$ cat src/rtl/uart_rx_pkg.sv
// Shared types and constants for the UART receive channel.
// FSM state encoding, error-bit positions, data-length codes and the FIFO entry layout.
package uart_rx_pkg;

    typedef enum logic [2:0] {
        ST_IDLE   = 3'd0,
        ST_START  = 3'd1,
        ST_DATA   = 3'd2,
        ST_PARITY = 3'd3,
        ST_STOP1  = 3'd4,
        ST_STOP2  = 3'd5
    } rx_state_t;

    localparam int ERR_FRAME  = 0;
    localparam int ERR_PARITY = 1;
    localparam int ERR_BREAK  = 2;

    localparam logic [1:0] DATA_BITS_5 = 2'd0;
    localparam logic [1:0] DATA_BITS_6 = 2'd1;
    localparam logic [1:0] DATA_BITS_7 = 2'd2;
    localparam logic [1:0] DATA_BITS_8 = 2'd3;

    typedef struct packed {
        logic [2:0] err;
        logic [7:0] data;
    } rx_entry_t;

    localparam int ENTRY_W = $bits(rx_entry_t);

    // Index of the last data bit for a data_bits code (code 0 -> 5 bits -> index 4).
    function automatic logic [2:0] last_bit_index(input logic [1:0] code);
        return {1'b0, code} + 3'd4;
    endfunction

endpackage

$ cat src/rtl/uart_rx_fifo.sv
// First-word-fall-through receive FIFO.
// The head entry is always presented on rdata; an extra pointer MSB separates full from empty.
// A push while full is accepted only when a pop happens in the same cycle.
module uart_rx_fifo #(
    parameter int DEPTH = 16,
    parameter int WIDTH = 11,
    localparam int AW   = $clog2(DEPTH)
) (
    input  logic             clk,
    input  logic             rst_n,
    input  logic             push,
    input  logic             pop,
    input  logic [WIDTH-1:0] wdata,
    output logic [WIDTH-1:0] rdata,
    output logic             full,
    output logic             empty,
    output logic [AW:0]      level
);

    logic [WIDTH-1:0] mem [DEPTH];
    logic [AW:0]      wr_ptr;
    logic [AW:0]      rd_ptr;
    logic             do_pop;
    logic             do_push;

    assign empty   = (wr_ptr == rd_ptr);
    assign full    = (wr_ptr[AW] != rd_ptr[AW]) && (wr_ptr[AW-1:0] == rd_ptr[AW-1:0]);
    assign level   = wr_ptr - rd_ptr;
    assign do_pop  = pop && !empty;
    assign do_push = push && (!full || do_pop);
    assign rdata   = mem[rd_ptr[AW-1:0]];

    // Advance read and write pointers; they wrap naturally with the extra MSB.
    always_ff @(posedge clk or negedge rst_n) begin
        if (!rst_n) begin
            wr_ptr <= '0;
            rd_ptr <= '0;
        end else begin
            if (do_push) wr_ptr <= wr_ptr + 1'b1;
            if (do_pop)  rd_ptr <= rd_ptr + 1'b1;
        end
    end

    // Storage write; the slot freed by a simultaneous pop is safe to reuse when full.
    always_ff @(posedge clk) begin
        if (do_push) mem[wr_ptr[AW-1:0]] <= wdata;
    end

endmodule

$ cat src/rtl/uart_rx_core.sv
// UART receive channel: synchroniser, oversample tick generator, frame FSM,
// per-character error tagging and an FWFT receive FIFO.
// Optional idle timeout is built only when UART_RX_TIMEOUT_EN is defined;
// otherwise timeout_flag is tied low.
module uart_rx_core
    import uart_rx_pkg::*;
#(
    parameter int FIFO_DEPTH   = 16,
    parameter int OVERSAMPLE   = 16,
    parameter int DIV_W        = 16,
    parameter int TIMEOUT_BITS = 32
) (
    input  logic                          PCLK,
    input  logic                          PRESETn,
    input  logic [DIV_W-1:0]              baud_div,
    input  logic                          rx_en,
    input  logic [1:0]                    data_bits,
    input  logic                          parity_en,
    input  logic                          parity_odd,
    input  logic                          stop_bit_twice,
    input  logic                          UART_RXD,
    input  logic                          rd_en,
    input  logic                          clr_errors,
    output logic [7:0]                    rd_data,
    output logic [2:0]                    rd_err,
    output logic                          rx_empty,
    output logic                          rx_full,
    output logic [$clog2(FIFO_DEPTH):0]   rx_level,
    output logic                          overrun,
    output logic                          rx_busy,
    output logic                          timeout_flag
);

    localparam int OS_W = $clog2(OVERSAMPLE);
    localparam logic [OS_W-1:0] TICK_S0   = OS_W'(OVERSAMPLE/2 - 1);
    localparam logic [OS_W-1:0] TICK_S1   = OS_W'(OVERSAMPLE/2);
    localparam logic [OS_W-1:0] TICK_S2   = OS_W'(OVERSAMPLE/2 + 1);
    localparam logic [OS_W-1:0] TICK_LAST = OS_W'(OVERSAMPLE - 1);

    logic             rxd_meta;
    logic             rxd_sync;
    logic             rxd_prev;
    logic             fall_edge;
    logic             start_fire;

    logic [DIV_W-1:0] div_cnt;
    logic             tick;
    logic [OS_W-1:0]  tick_cnt;
    logic             mid_tick;
    logic             end_tick;

    rx_state_t        state;
    logic [1:0]       bits_cfg;
    logic [2:0]       bit_idx;
    logic [7:0]       shift_reg;
    logic             samp0;
    logic             samp1;
    logic             bit_val;
    logic             par_acc;
    logic             all_zero;
    logic             frame_err;
    logic             par_err;
    logic             brk_err;
    logic [2:0]       final_err;
    logic             push_req;
    rx_entry_t        push_entry;
    rx_entry_t        head;

    assign fall_edge  = rxd_prev && !rxd_sync;
    assign start_fire = (state == ST_IDLE) && rx_en && fall_edge;
    assign tick       = (div_cnt == baud_div);
    assign mid_tick   = tick && (tick_cnt == TICK_S2);
    assign end_tick   = tick && (tick_cnt == TICK_LAST);
    assign bit_val    = (samp0 & samp1) | (samp0 & rxd_sync) | (samp1 & rxd_sync);
    assign rx_busy    = (state != ST_IDLE);

    // Two-flop synchroniser for the asynchronous pin plus one delayed copy for edge detection.
    always_ff @(posedge PCLK or negedge PRESETn) begin
        if (!PRESETn) begin
            rxd_meta <= 1'b1;
            rxd_sync <= 1'b1;
            rxd_prev <= 1'b1;
        end else begin
            rxd_meta <= UART_RXD;
            rxd_sync <= rxd_meta;
            rxd_prev <= rxd_sync;
        end
    end

    // Oversample tick divider, re-aligned to the start edge so samples land mid-bit.
    always_ff @(posedge PCLK or negedge PRESETn) begin
        if (!PRESETn) begin
            div_cnt <= '0;
        end else if (start_fire || tick) begin
            div_cnt <= '0;
        end else begin
            div_cnt <= div_cnt + 1'b1;
        end
    end

    // Error bits for the character being closed on the final stop-bit sample.
    always_comb begin
        final_err             = '0;
        final_err[ERR_FRAME]  = frame_err | ~bit_val;
        final_err[ERR_PARITY] = par_err;
        final_err[ERR_BREAK]  = brk_err | ((state == ST_STOP1) & all_zero & ~bit_val);
    end

    // Frame FSM: walks start, data, parity and stop bits, then requests a FIFO push.
    always_ff @(posedge PCLK or negedge PRESETn) begin
        if (!PRESETn) begin
            state      <= ST_IDLE;
            tick_cnt   <= '0;
            samp0      <= 1'b1;
            samp1      <= 1'b1;
            bits_cfg   <= DATA_BITS_8;
            bit_idx    <= '0;
            shift_reg  <= '0;
            par_acc    <= 1'b0;
            all_zero   <= 1'b1;
            frame_err  <= 1'b0;
            par_err    <= 1'b0;
            brk_err    <= 1'b0;
            push_req   <= 1'b0;
            push_entry <= '0;
        end else begin
            push_req <= 1'b0;
            if (tick) tick_cnt <= (tick_cnt == TICK_LAST) ? '0 : tick_cnt + 1'b1;
            if (tick && (tick_cnt == TICK_S0)) samp0 <= rxd_sync;
            if (tick && (tick_cnt == TICK_S1)) samp1 <= rxd_sync;

            if ((state != ST_IDLE) && !rx_en) begin
                state <= ST_IDLE;
            end else begin
                case (state)
                    ST_IDLE: begin
                        if (start_fire) begin
                            state     <= ST_START;
                            tick_cnt  <= '0;
                            bits_cfg  <= data_bits;
                            bit_idx   <= '0;
                            shift_reg <= '0;
                            par_acc   <= 1'b0;
                            all_zero  <= 1'b1;
                            frame_err <= 1'b0;
                            par_err   <= 1'b0;
                            brk_err   <= 1'b0;
                        end
                    end
                    ST_START: begin
                        if (mid_tick && bit_val) begin
                            state <= ST_IDLE;
                        end else if (end_tick) begin
                            state <= ST_DATA;
                        end
                    end
                    ST_DATA: begin
                        if (mid_tick) begin
                            shift_reg[bit_idx] <= bit_val;
                            par_acc            <= par_acc ^ bit_val;
                            if (bit_val) all_zero <= 1'b0;
                        end
                        if (end_tick) begin
                            if (bit_idx == last_bit_index(bits_cfg)) begin
                                state <= parity_en ? ST_PARITY : ST_STOP1;
                            end else begin
                                bit_idx <= bit_idx + 3'd1;
                            end
                        end
                    end
                    ST_PARITY: begin
                        if (mid_tick) begin
                            par_err <= ((par_acc ^ bit_val) != parity_odd);
                            if (bit_val) all_zero <= 1'b0;
                        end
                        if (end_tick) state <= ST_STOP1;
                    end
                    ST_STOP1: begin
                        if (mid_tick) begin
                            if (!bit_val) frame_err <= 1'b1;
                            if (all_zero && !bit_val) brk_err <= 1'b1;
                            if (!stop_bit_twice) begin
                                push_req   <= 1'b1;
                                push_entry <= rx_entry_t'({final_err, shift_reg});
                                state      <= ST_IDLE;
                            end
                        end else if (end_tick) begin
                            state <= ST_STOP2;
                        end
                    end
                    ST_STOP2: begin
                        if (mid_tick) begin
                            push_req   <= 1'b1;
                            push_entry <= rx_entry_t'({final_err, shift_reg});
                            state      <= ST_IDLE;
                        end
                    end
                    default: state <= ST_IDLE;
                endcase
            end
        end
    end

    uart_rx_fifo #(
        .DEPTH (FIFO_DEPTH),
        .WIDTH (ENTRY_W)
    ) u_fifo (
        .clk   (PCLK),
        .rst_n (PRESETn),
        .push  (push_req),
        .pop   (rd_en),
        .wdata (push_entry),
        .rdata (head),
        .full  (rx_full),
        .empty (rx_empty),
        .level (rx_level)
    );

    assign rd_data = rx_empty ? 8'h00 : head.data;
    assign rd_err  = rx_empty ? 3'b000 : head.err;

    // Sticky overrun: a push arrived while full and no pop made room for it.
    always_ff @(posedge PCLK or negedge PRESETn) begin
        if (!PRESETn) begin
            overrun <= 1'b0;
        end else begin
            if (clr_errors) overrun <= 1'b0;
            if (push_req && rx_full && !rd_en) overrun <= 1'b1;
        end
    end

`ifdef UART_RX_TIMEOUT_EN
    localparam logic [31:0] TO_LIMIT = 32'(TIMEOUT_BITS * OVERSAMPLE);

    logic [31:0] to_cnt;
    logic        to_flag;
    logic        to_clear;

    assign to_clear     = rd_en || start_fire || rx_empty;
    assign timeout_flag = to_flag;

    // Count idle oversample ticks while data waits in the FIFO; flag once the limit is hit.
    always_ff @(posedge PCLK or negedge PRESETn) begin
        if (!PRESETn) begin
            to_cnt  <= '0;
            to_flag <= 1'b0;
        end else if (to_clear) begin
            to_cnt  <= '0;
            to_flag <= 1'b0;
        end else if (tick && (state == ST_IDLE) && (to_cnt != TO_LIMIT)) begin
            to_cnt <= to_cnt + 32'd1;
            if (to_cnt == TO_LIMIT - 32'd1) to_flag <= 1'b1;
        end
    end
`else
    assign timeout_flag = 1'b0;
`endif

endmodule

$ cat config.mk
export PLATFORM = sky130hd
export DESIGN_NAME = uart_rx_core
export DESIGN_NICKNAME = d
export VERILOG_FILES = /design/src/rtl/uart_rx_pkg.sv /design/src/rtl/uart_rx_fifo.sv /design/src/rtl/uart_rx_core.sv
export SDC_FILE = /design/constraint.sdc
export NUM_CORES = 1
export LEC_CHECK = 0
export CAP_MARGIN = 10
export CORE_UTILIZATION = 45
export CTS_CLUSTER_DIAMETER = 100
export DETAILED_ROUTE_END_ITERATION = 10
export PLACE_DENSITY = 0.69
export SETUP_SLACK_MARGIN = 0.1
export SYNTH_ARGS = -nofsm -noshare
export SYNTH_HDL_FRONTEND = slang
export SYNTH_SLANG_ARGS = --single-unit
export TNS_END_PERCENT = 50
$ cat constraint.sdc
create_clock -name PCLK -period 6.15 [get_ports PCLK]
set_input_delay 1.845 -clock PCLK [delete_from_list [all_inputs] [get_ports PCLK]]
set_output_delay 1.845 -clock PCLK [all_outputs]
set_load 0.01 [all_outputs]
==> results.sh <==
export IMPL_status="completed"
export IMPL_rsz0062_at_grt="false"
export IMPL_relSlewSlack_pct=26.0
export IMPL_syn_inst=654
export IMPL_path_class="reg2out"
export IMPL_p_comb_share_pct=16.9
export IMPL_syn_area_per_cell_um2=16.2
export IMPL_placed_cells=1000
export IMPL_critPathMaxFanout=26
export IMPL_finClkSkew_ns=0.0160
export IMPL_dieArea_um2=24100
export IMPL_fin_crit_sh_pct=85.2
export IMPL_vias=5761
export IMPL_cp_slowest_stage_delay_ns=0.90
export IMPL_dp_hpwl_mm=13.2
export IMPL_hp_class="reg2reg"
export IMPL_end_kind="primary output"
export IMPL_insertion_delay_ns=0.52
export IMPL_worstSetupEndpoint="rd_data[7]"
export IMPL_antenna_found_initial=0
export IMPL_reg2reg_setup_slack_ns=2.51
export IMPL_worstReg2RegEnd="u_fifo.mem[13][1]"
export IMPL_fill_cells=1873
export IMPL_cts_setup_buffers=0
export IMPL_cp_required_ns=4.30
export IMPL_synth_fa_ha_area_share_pct=1.85
export IMPL_setup_ws_ns=0.908
export IMPL_cellPowerDensity_nw_per_um2=341
export IMPL_synth_top_family_by_area="multiplexers"
export IMPL_hold_depth=0
export IMPL_first_pass_iters=5
export IMPL_cts_buffers=26
export IMPL_yosysWarningCount=0
export IMPL_seqCellArea_um2=7020
export IMPL_seqPwrFrac_pct=48.8
export IMPL_p_switching_mw=1.13
export IMPL_async_flop_share_pct=28.2
export IMPL_cts_tree="done"
export IMPL_muxShareOfSynthArea_pct=14.2
export IMPL_tns_ns=0
export IMPL_worstSetupPathDepth=5
export IMPL_clockRootBuffer="clkbuf_16"
export IMPL_r2r_cells=7
export IMPL_die_x_um=155
export IMPL_synth_flop_cell="edfxtp_1"
export IMPL_cts_max_level=1
export IMPL_drt_wl_total_mm=20.7
export IMPL_synth_xor_area_share_pct=3.65
export IMPL_clk_pin_slew_ns=0.06
export IMPL_cp_slowest_cell="dfrtp_2"
export IMPL_area_delta_synth_final_pct=15.6
export IMPL_post_cts_resized=0
export IMPL_routed_via_density=5.49
export IMPL_ys_seq_elements=245
export IMPL_wl_per_cell_um=19.8
export IMPL_globalRouteTotalUtil_pct=18.1
export IMPL_initial_core_util_pct=46.3
export IMPL_pwr_share_clk_pct=34.3
export IMPL_critical_path_top_delay_family="multiplexers"
export IMPL_fin_crit_ns=5.24
export IMPL_final_cells=1049
export IMPL_crit_chain="buf_4 > mux4_2 > mux4_2 > nor2b_1 > clkdlybuf4s50_1"
export IMPL_cp_data_arrival_time_ns=3.40
export IMPL_grt_overflow_total=0
export IMPL_yosys_area_share_simple_pct=8.45
export IMPL_clock_sinks=245
export IMPL_ys_types=53
export IMPL_grt_max_degree=70
export IMPL_largest_reg_flops=176
export IMPL_cap_violations=0
export IMPL_place_worst_setup_slack_ns=1.23
export IMPL_place_congestion=0.804
export IMPL_ctsHoldBuffers=0
export IMPL_p_int_mw=3.04
export IMPL_vdd_ir_drop_max_v=0.000196
export IMPL_syn_num_nets=696
export IMPL_drive_gt1_share_pct=18.5
export IMPL_grt_pass1_wl_mm=33.4
export IMPL_synth_edf_count=176
export IMPL_max_slew_worst_pin_slew_ns=1.11
export IMPL_ys_seq_area_share_pct=66.4
export IMPL_hold_viol=0
export IMPL_drt_iter0_markers=401
export IMPL_antenna_left=0
export IMPL_synth_compound_area_share_pct=3.22
export IMPL_portBuffers=46
export IMPL_multiInputGateArea_um2=3310
export IMPL_grt_pass1_vias=6001
export IMPL_startpoint_type="flop"
export IMPL_p_total_mw=4.17
export IMPL_fin_util_pct=53.5
export IMPL_antenna_cells=0
export IMPL_r2r_start="u_fifo.rd_ptr[2]"
export IMPL_power_leakage_nw=4.68
export IMPL_drc=0
export IMPL_cts_buffer_depth=3
export IMPL_worst_path_buf_inv=2
export IMPL_core_area_um2=22800
export IMPL_fmax_mhz=191
export IMPL_sw_frac_of_total_pct=27.2
export IMPL_die_h_um=155
export IMPL_crit_start="u_fifo.rd_ptr[0]"
export IMPL_syn_area_um2=10600
export IMPL_nNetsFinal=758
export IMPL_rows=55
export IMPL_cpMostUsedCell="mux4_2"
export IMPL_report_final_slew_viol_count=0
export IMPL_pin_count=48
export IMPL_setup_violations=0
-- cell type report --
class / instances / area share [%]
flip-flops and latches: 245 / 57.5
multi-input cells: 355 / 27.1
clock buffers: 39 / 5.72
repair buffers: 67 / 5.12
well taps: 313 / 3.20
clock inverters: 9 / 0.706
inverters: 21 / 0.645
-- worst min path at each step --
| stage | start | endpoint |
|---|---|---|
| floorplan | rxd_meta | rxd_sync |
| global placement | rxd_meta | rxd_sync |
| finish | rxd_meta | rxd_sync |
| CTS | rxd_meta | rxd_sync |
| global route | rxd_meta | rxd_sync |
| detailed placement | rxd_meta | rxd_sync |
-- cells by family after synthesis --
kind of cell,Yosys count
xor gates and xnor gates,44
adders and majority gates,15
DFF,245
other,1
and+or+nand+nor,161
buffers and inverters,54
AOI/OAI and AO/OA,55
muxes,79
-- per-layer routing --
layer	global-route usage (%)	routed length (um)	vias up
met1	24.0	8870	2939
met4	4.67	457	0
met5	0	0	-
met2	31.6	10500	177
met3	2.14	895	33
li1	-	-	2612
-- metrics by stage --
| stage | hold WS [ns] | instance area, um^2 |
|---|---|---|
| global placement | 0.346 | 11400 |
| finish | 0.355 | 12200 |
| floorplan | 0.345 | 10600 |
| detailed placement | 0.347 | 11400 |
| global route | 0.365 | 12200 |
| CTS | 0.355 | 12200 |
-- power by group through the flow --
| stage | registers, mW | clock network [mW] | logic [mW] |
|---|---|---|---|
| 6_report | 2.03 | 1.43 | 0.704 |
| 5_1_grt | 2.06 | 1.53 | 0.776 |
| 2_1_floorplan | 1.91 | 0 | 0.610 |
| 3_3_place_gp | 2.07 | 0 | 0.690 |
| 3_5_place_dp | 2.07 | 0 | 0.712 |
| 4_1_cts | 2.04 | 1.46 | 0.717 |
-- synth_stat cells, types with 2 or more instances --
master	count	share of area (%)
a31oi_1	4	0.24
xnor2_1	20	1.7
nand2_1	41	1.5
clkbuf_1	18	0.64
nor4b_4	2	0.45
o31ai_1	3	0.21
xor2_1	24	2.0
buf_4	2	0.14
nor2b_1	18	1.1
and2_1	3	0.18
dfrtp_1	61	14
nor4_1	3	0.18
a41o_1	2	0.19
buf_1	4	0.14
mux2i_1	10	0.95
edfxtp_1	176	50
ha_1	14	1.7
mux4_2	55	12
nor2_1	36	1.3
dfstp_2	8	2.0
nand2b_1	2	0.12
nor4_2	6	0.71
nand4_1	6	0.36
nor3_2	3	0.28
o21ai_0	6	0.28
and3_1	5	0.30
nand3_1	14	0.66
mux2_1	13	1.4
o21ai_1	7	0.33
a21o_1	3	0.21
and4_1	2	0.17
inv_1	20	0.71
or3_1	6	0.36
buf_6	2	0.21
o211ai_1	3	0.21
nor3_1	9	0.43
a21oi_1	19	0.90
buf_2	7	0.33
a31o_1	3	0.25
-- cells in the final DEF (no fill, tap or decap), types with 24 or more instances in the layout --
cell | synthesis | layout
nor2_1 | 36 | 36
nand2_1 | 41 | 41
edfxtp_1 | 176 | 176
clkdlybuf4s50_1 | 0 | 45
dfrtp_1 | 61 | 59
mux4_2 | 55 | 55
xor2_1 | 24 | 24
clkbuf_16 | 0 | 26
No activity file was read; power rests on OpenSTA's default activity.
==> patch: new RTL, same settings <==
Add a define of `UART_RX_TIMEOUT_EN`.
--- a/src/rtl/uart_rx_core.sv
+++ b/src/rtl/uart_rx_core.sv
@@ -4,2 +4,4 @@
 // otherwise timeout_flag is tied low.
+`define UART_RX_TIMEOUT_EN
+
 module uart_rx_core
Formal check against the unedited RTL: no difference found for any inputs over 10 cycles, from zero or initial values and one cycle with PRESETn low; that may be too few to reach the edited logic, so the function may still have changed.
==> patch against the unedited design <==
Power increased by 22%; critical path depth unchanged; worst setup slack improved by 0.035 ns; non-clock buffer count decreased by 8; global-route usage increased by 0.81 points; wire length increased by 25%; design area increased by 19%; clock skew increased by 0.0042 ns; synthesized cell count increased by 34%; area after synthesis increased by 18%; via count increased by 29%; first-iteration DRC count increased by 65%; sequential cell count increased by 33; critical path type unchanged.
==> patch: results (changes against the unedited design) <==
The flow ran to the end, and the final reports show no timing, DRC or antenna violations. The count of filler cells inserted in the layout was 2202 (+18%). The cell leakage power is 5.716 nW (+22%). The logs give 0.2462 mV (+25%) for the largest vdd supply drop and 0.8300 (+3.2%) for the placer congestion estimate. First-pass GRT wire length: 41580 µm (+24%). The maximum buffer depth of the clock tree came out at 3 (unchanged). The setup fix buffers added after clock tree synthesis was 0 (unchanged); the post-placement worst setup slack was 1.527 ns (+0.2967 ns). The flip-flop count of the largest register after layout was 176 (unchanged); the number of gates resized after CTS was 0 (unchanged). The share of post-route cells with drive strength above 1 works out to 0.1480 (-0.03683). For this design, the slowest cell found on the critical path is sky130_fd_sc_hd__dfrtp_2. By count the netlist is led by sky130_fd_sc_hd__edfxtp_1, sky130_fd_sc_hd__dfrtp_1, sky130_fd_sc_hd__mux4_2, sky130_fd_sc_hd__nor2_1, sky130_fd_sc_hd__nand2_1.

The clock-pin slew of the registers on the worst-case setup and hold paths was 0.06 ns (about the same). The total clock buffers created by CTS was 30 (+15%). The tools report the number of distinct library cells after synthesis as 60 (+13%). For the synthesized netlist net count, the log shows 923 (+33%).

The cell sitting at the root of the clock tree is a sky130_fd_sc_hd__clkbuf_16. In the post-synthesis netlist, the biggest area contributors are sky130_fd_sc_hd__edfxtp_1, sky130_fd_sc_hd__dfrtp_1, sky130_fd_sc_hd__mux4_2. The via count of the routed design was 7436 (+29%); the portion of the post-synthesis area used by sequential elements was 0.6280 (-0.03628).

The total half-perimeter wirelength after legalization and detailed placement is 15780 µm (+20%). The biggest cell delay along the critical path was 0.73 ns (-0.17 ns). For the initial DRC count, the log shows 660 (+65%).

Number of nets in the finished design: 974 (+28%). The tools report the pin count of the biggest net entering global routing as 74 (+5.7%). For the latest clock arrival within the worst-skew pair, the log shows 0.56 ns (+0.04 ns). The fraction of synthesis flops using an asynchronous set or reset pin is 0.3669 (+0.08527). For the post-route clock skew, the log shows 0.02025 ns (+0.004237 ns).

The largest fanout on the critical path is 32 (+23%), and the global-route usage over all layers is 0.1886 (+0.008068). The relative slew slack was 0.3800 (+0.1203). The tools report the length of the first detailed-routing pass in iterations as 5 (unchanged). The final routed wirelength across all metal layers is 25950 µm (+25%).

The number of port buffers works out to 47 (+2.2%). The class of the tightest hold or removal check is flip-flop to flip-flop.
patch: cells by family after synthesis:
kind of cell / after synthesis / share of synthesized area
adder cells (fa/ha/maj): 18 / 0.01842
AO/OA/AOI/OAI: 97 / 0.05057
multiplexers: 74 / 0.1159
flip-flops: 278 / 0.6280
AND/OR/NAND/NOR: 281 / 0.1219
buffers and inverters: 71 / 0.02323
XOR/XNOR: 60 / 0.04206
patch: worst max-delay path, delay by kind of cell, from the launching register on:
family / cells / cell delay, ns
buffers and inverters: 2 / 0.84
muxes: 2 / 1.05
DFF: 1 / 0.73
and+or+nand+nor: 1 / 0.18
patch: through the flow:
| step | instance area (µm²) | util | std cells |
|---|---|---|---|
| after global placement | 13360 | 0.4930 | 1270 |
| after floorplan | 12500 | - | 879 |
| final | 14490 | 0.5348 | 1325 |
| after detailed placement | 13360 | 0.4930 | 1270 |
| after CTS | 14490 | 0.5348 | 1325 |
| after global routing | 14490 | 0.5348 | 1325 |
patch: metal layers:
metal | vias to the layer above | wire length, µm | track usage
met1 | 3756 | 11730 | 0.2691
met2 | 210 | 12490 | 0.3058
met5 | - | 0 | 0
li1 | 3429 | - | -
met3 | 41 | 1183 | 0.02619
met4 | 0 | 542 | 0.04901
patch: path summary, 6_finish.rpt:
path | to | from | slack, ns | depth (start not counted)
max | rd_data[1] | u_fifo.rd_ptr[0]$_DFFE_PN0P_ | 0.94 | 5
min | rxd_sync$_DFF_PN1_ | rxd_meta$_DFF_PN1_ | 0.35 | 0
max reg2reg | u_fifo.mem[15][1]$_DFFE_PP_ | u_fifo.rd_ptr[1]$_DFFE_PN0P_ | 2.97 | 7
min reg2reg | rxd_sync$_DFF_PN1_ | rxd_meta$_DFF_PN1_ | 0.35 | 0
max in group asynchronous | all_zero$_DFFE_PN1P_ | PRESETn | 3.73 | 2
min in group asynchronous | to_cnt[17]$_DFFE_PN0P_ | PRESETn | 1.42 | 1
patch: where the power goes:
group          leakage [nW]  switching (mW)  internal [mW]  total (mW)
Clock                 0.546           0.745           1.27        2.02
Sequential             3.41           0.163           2.05        2.21
Combinational          1.76           0.450          0.394       0.844
Total                  5.72            1.36           3.71        5.07
patch: layout make-up:
class	count	area, µm²	share of cell area
sequential	278	7850	0.5416
multi-input combinational	530	4358	0.3007
clock buffer	37	807.0	0.05568
timing repair buffer	59	570.5	0.03936
tap	372	465.4	0.03211
clock inverter	18	326.6	0.02253
inverter	31	116.4	0.008028
